===== config.mk =====
export PLATFORM = sky130hd
export DESIGN_NAME = div
export DESIGN_NICKNAME = d
export VERILOG_FILES = /design/src/rtl/div.sv
export SDC_FILE = /design/constraint.sdc
export NUM_CORES = 1
export LEC_CHECK = 0
export CORE_ASPECT_RATIO = 0.8
export CORE_MARGIN = 2
export CORE_UTILIZATION = 52
export DETAILED_ROUTE_END_ITERATION = 8
export GPL_TIMING_DRIVEN = 0
export PLACE_DENSITY = 0.81
export SETUP_SLACK_MARGIN = 0.5
export SYNTH_ARGS = -nofsm -noshare
export SYNTH_HDL_FRONTEND = slang
export SYNTH_SLANG_ARGS = --single-unit

===== constraint.sdc =====
create_clock -name clk -period 3 [get_ports clk]
set_input_delay 0.45 -clock clk [delete_from_list [all_inputs] [get_ports clk]]
set_output_delay 0.45 -clock clk [all_outputs]
set_load 0.005 [all_outputs]

===== src/rtl/div.sv =====
// Iterative 32-bit divider: one restoring step per cycle, signed or unsigned,
// result presented as {remainder, quotient} and held while start_i stays high.
module div (
  input  logic        clk,
  input  logic        rst,
  input  logic        signed_div_i,
  input  logic [31:0] opdata1_i,
  input  logic [31:0] opdata2_i,
  input  logic        start_i,
  input  logic        annul_i,
  output logic [63:0] result_o,
  output logic        ready_o
);

  typedef enum logic [1:0] {
    ST_FREE   = 2'd0,
    ST_BYZERO = 2'd1,
    ST_ON     = 2'd2,
    ST_END    = 2'd3
  } state_t;

  // Magnitude of an operand; only negative values in signed mode are negated.
  function automatic logic [31:0] f_abs(input logic sgn, input logic [31:0] x);
    logic [31:0] v;
    if (sgn && x[31]) begin
      v = (~x) + 32'd1;
    end else begin
      v = x;
    end
    return v;
  endfunction

  state_t      r_state;
  state_t      w_state_nxt;
  logic [64:0] r_work;
  logic [64:0] w_work_nxt;
  logic [5:0]  r_cnt;
  logic [5:0]  w_cnt_nxt;
  logic [31:0] r_divisor;
  logic [31:0] w_divisor_nxt;
  logic [63:0] r_result;
  logic [63:0] w_result_nxt;
  logic        r_ready;
  logic        w_ready_nxt;

  logic [32:0] w_trial;
  logic        w_neg_quot;
  logic        w_neg_rem;
  logic [31:0] w_quot_fix;
  logic [31:0] w_rem_fix;

  // Trial subtraction of the divisor from the shifted partial remainder.
  assign w_trial = {1'b0, r_work[63:32]} - {1'b0, r_divisor};

  // Sign correction uses the live operands, which stay stable during the divide.
  assign w_neg_quot = signed_div_i && (opdata1_i[31] ^ opdata2_i[31]);
  assign w_neg_rem  = signed_div_i && opdata1_i[31];
  assign w_quot_fix = w_neg_quot ? ((~r_work[31:0]) + 32'd1) : r_work[31:0];
  assign w_rem_fix  = w_neg_rem  ? ((~r_work[64:33]) + 32'd1) : r_work[64:33];

  // Next-state and datapath decode; outputs are zero everywhere except END.
  always_comb begin
    w_state_nxt   = r_state;
    w_work_nxt    = r_work;
    w_cnt_nxt     = r_cnt;
    w_divisor_nxt = r_divisor;
    w_result_nxt  = 64'h0;
    w_ready_nxt   = 1'b0;
    case (r_state)
      ST_FREE: begin
        if (start_i && !annul_i) begin
          if (opdata2_i == 32'h0) begin
            w_state_nxt = ST_BYZERO;
          end else begin
            w_state_nxt   = ST_ON;
            w_cnt_nxt     = 6'd0;
            w_divisor_nxt = f_abs(signed_div_i, opdata2_i);
            w_work_nxt    = {32'h0, f_abs(signed_div_i, opdata1_i), 1'b0};
          end
        end else begin
          w_state_nxt = ST_FREE;
        end
      end
      ST_BYZERO: begin
        if (annul_i) begin
          w_state_nxt = ST_FREE;
        end else begin
          w_work_nxt  = 65'h0;
          w_state_nxt = ST_END;
        end
      end
      ST_ON: begin
        if (annul_i) begin
          w_state_nxt = ST_FREE;
        end else if (r_cnt != 6'd32) begin
          if (w_trial[32]) begin
            w_work_nxt = {r_work[63:0], 1'b0};
          end else begin
            w_work_nxt = {w_trial[31:0], r_work[31:0], 1'b1};
          end
          w_cnt_nxt = r_cnt + 6'd1;
        end else begin
          w_work_nxt  = {w_rem_fix, r_work[32], w_quot_fix};
          w_state_nxt = ST_END;
        end
      end
      ST_END: begin
        if (start_i) begin
          w_result_nxt = {r_work[64:33], r_work[31:0]};
          w_ready_nxt  = 1'b1;
        end else begin
          w_state_nxt  = ST_FREE;
          w_result_nxt = 64'h0;
          w_ready_nxt  = 1'b0;
        end
      end
      default: begin
        w_state_nxt = ST_FREE;
      end
    endcase
  end

  // State and datapath registers with synchronous active-low reset.
  always_ff @(posedge clk) begin
    if (!rst) begin
      r_state   <= ST_FREE;
      r_work    <= 65'h0;
      r_cnt     <= 6'd0;
      r_divisor <= 32'h0;
      r_result  <= 64'h0;
      r_ready   <= 1'b0;
    end else begin
      r_state   <= w_state_nxt;
      r_work    <= w_work_nxt;
      r_cnt     <= w_cnt_nxt;
      r_divisor <= w_divisor_nxt;
      r_result  <= w_result_nxt;
      r_ready   <= w_ready_nxt;
    end
  end

  assign result_o = r_result;
  assign ready_o  = r_ready;

endmodule


==> run metrics <==
critical path arrival=between 3 and 4 ns; H-Tree Depth=4; dpl ws=-0.8044 ns; Synth Area in XOR/XNOR=0.07256; Reg2Reg Setup Slack=-0.09 ns; TritonCTS clock tree=built; Worst path depth=11; Initial DRC Count=around 2,100; share of post-route cells with drive strength above 1=0.2981; CP Launch Point=r_work[33]; Final period util=1.031; post-synthesis register bit count=170; fin area=16,980 um^2; Syn Std Cell Area=around 11,000 um^2; drt first pass iters=9; Critical Path End Type=register; Worst Hold Class=in -> reg; Post-Syn Nets=between 1,500 and 2,000; Post-DP HPWL=28,610 um; largest family of logic cells by synthesized area=compound AO/OA/AOI/OAI gates; Avg Inst Size Synth=about 7.7 um^2; R2R Path Start=r_work[33]; Yosys top cell area share=0.3032; final net count=~1,900; delay-heaviest family, CP=simple AND/OR/NAND/NOR gates; Storage cell area=3506 um^2; Setup Viol. Count Final=2; Compound-Gate Fraction of Synth Area=0.2600; Synth Warn #=0; placed cell areas=13,300 um^2; Yosys top cell by area=dfxtp_1; failing checks=design-rule violations, negative setup slack; Critical Path End=r_work[63]; Max FO, Critical Path=3; total global-route track usage=0.3663; post-synth cell types=79; initial antenna violation count=0; Critical Path RT=3.32 ns; asr flop ratio synth=0; Most used DFF post-synth=dfxtp_1; Worst path max stage delay=0.46 ns; Max Root-Sink Buffers=2; IO Pins=134; status=finished, violations left; Pleak=6.901 nW; clk root buf=clkbuf_16; grt ovf=0; DR WL/cell=23.84 um; pwr/cell area=389.8 nW/um^2; clk slew on worst S/H paths=0.08 ns; die height=135.4 um; Vias/cell=roughly 6.8; relative slew slack=0.3625; Sink Count=between 150 and 200; DR vias=13,910; multi-input logic area=8773 um^2; die outline area=22,790 um^2; worst-skew pair later-pin latency=0.44 ns; first-pass GRT wire length=65,710 um; Rows=48; worst r2r dst=r_work[63]; worst clock skew=approximately 0.011 ns; max_cap viols=0; mux cell area share after synthesis=0.01616; final setup margin=-0.09412 ns; Fin. Hold Viols=0; worst slew pin tran=0.9483 ns; Syn-to-layout area delta=51.28%; hold_buf cts=0; DRC Markers=23; Num CTS Buffers=17; number of global-route vias before repair=12,130; Crit Path Class=reg -> reg; WL final=48,710 um; Buf+Inv Stages, Crit Path=1; initial core utilization=0.5250; min Tclk post-route=3.094 ns; Synth Instances=about 1,500; chip width=between 150 and 200 um; RSZ-0062 raised after global routing=yes; final hold slack=0.3614 ns; largest cells by area after synthesis=dfxtp_1 (30%), nand2_1 (5.4%), a21oi_1 (4.9%); gp weighted congestion=between 0.9 and 1; largest net degree at the start of global routing=18; # fillers=1,315; simple-gate share of the synthesized area=0.2444; Reg2Reg Depth=11; Pwr Total=6.619 mW; Max Slew Vio Count=0; crit-path cells=inv_2 > ha_4 > nor3b_4 > nand4b_1 > nor4_4 > nand2_1 > or3_4 > or2_1 > or4_1 > nand3_1 > a21oi_1; number of synthesized flops with an enable pin=0; register area share after synthesis=0.3032; Worst path slowest cell=or4_1; CP Launch Type=register; core area=21,380 um^2; fmax=between 0.3 and 0.4 GHz; Max rail drop VDD=0.3535 mV; ANT cells=0; Port Buffers=132; Post-DRT Antenna Nets=0; final core occ=0.7943; area share of fa/ha/maj cells after synthesis=0.05082
## synth_stat cells, types with 5 or more instances
cell type	number
a311oi_1	5
o211ai_1	15
a21boi_0	10
nand2_1	162
inv_1	60
o21ai_0	95
nor2b_1	7
nor2_1	131
a22oi_1	13
nand3b_1	8
o311ai_0	5
nor3b_1	5
o221ai_1	20
xnor2_1	54
o21a_1	6
dfxtp_1	170
a211oi_1	10
and2_1	71
a31oi_1	21
mux2i_1	17
ha_1	44
nand3_1	21
clkbuf_1	80
and3_1	12
xor2_1	39
o41ai_1	7
a21oi_1	111
o22ai_1	13
o211a_1	27
nand2b_1	20
o31ai_1	9
nor3_1	36
nand4_1	10
nor4_1	13
a21o_1	18
or4_1	13
or3_1	16
## area by class of cell
type,count,area share
buffer,91,0.05179
inverter,60,0.01356
clock buffer,20,0.02689
timing repair buffer,271,0.1558
multi-input combinational,1144,0.5166
sequential,170,0.2064
clock inverter,12,0.008694
tap,275,0.02026
## kinds of logic after synthesis
logic type	Yosys count
simple gates	549
compound gates	438
flops	170
buf+inv	151
xor+xnor	93
fa+ha+maj	45
mux	18
## power breakdown
| part | leakage (nW) | internal [mW] | switching (mW) | total [mW] |
|---|---|---|---|---|
| Sequential | 1.41 | 2.32 | 0.121 | 2.44 |
| Clock | 0.294 | 1.24 | 1.08 | 2.31 |
| Combinational | 5.20 | 0.819 | 1.04 | 1.86 |
| Total | 6.90 | 4.38 | 2.24 | 6.62 |
## how the worst min path moves through the flow
stage	startpoint	end	slack, ns	depth (start not counted)
global route	opdata2_i[0]	r_divisor[0]	0.36	3
finish	opdata2_i[0]	r_divisor[0]	0.36	3
floorplan	r_divisor[31]	r_divisor[31]	0.43	2
CTS	opdata2_i[13]	r_divisor[13]	0.38	4
detailed placement	r_divisor[31]	r_divisor[31]	0.46	2
global placement	r_divisor[31]	r_divisor[31]	0.44	2
## layer usage
layer,GRT usage,vias up,part of all wire
met5,0,-,0
met4,0.1451,0,0.061
met3,0.1148,386,0.15
met2,0.5338,1204,0.41
met1,0.5040,6452,0.38
li1,-,5865,-
## what timing repair did
action                                  in CTS  in global routing
setup buffers                               85                 35
pin swaps                                   81                 91
cloned                                      17                  3
endpoints found under the setup margin     105                105
gates resized for setup                    317                241
## state kept, by name, indices dropped and copies added, names as in the netlist
register / cells
r_divisor: 32
result_o: 64
ready_o: 1
r_work: 65
r_cnt: 6
r_state: 2
## tightest hold or removal path, stage by stage
cell and delay (ns):
dlymetal6s2s_1 0.17, nand2_2 0.09, a21oi_2 0.04
## through the flow
stage | std cells | TNS [ns]
after floorplan | 1464 | 0
after global placement | 1871 | -50.74
after detailed placement | 1871 | -60.42
after CTS | 2005 | 0
after global routing | 2043 | -0.3413
final | 2043 | -0.1186
## placed cells by master, fill, tap and decap left out, types with 18 or more instances in the layout
cell type        instances
a21oi_2                 28
xnor2_1                 53
dfxtp_1                130
buf_6                   40
clkbuf_1                29
o211a_1                 27
o21ai_0                 48
nand2_1                134
xor2_1                  36
a21o_1                  18
buf_4                   92
inv_1                   53
clkbuf_16               33
and2_1                  69
dfxtp_2                 19
dfxtp_4                 21
ha_1                    34
nor3_1                  27
nand2_2                 20
clkdlybuf4s50_1        105
nor2_1                 112
a21oi_1                 74
o21ai_1                 35
No activity file was read; power rests on OpenSTA's default activity.
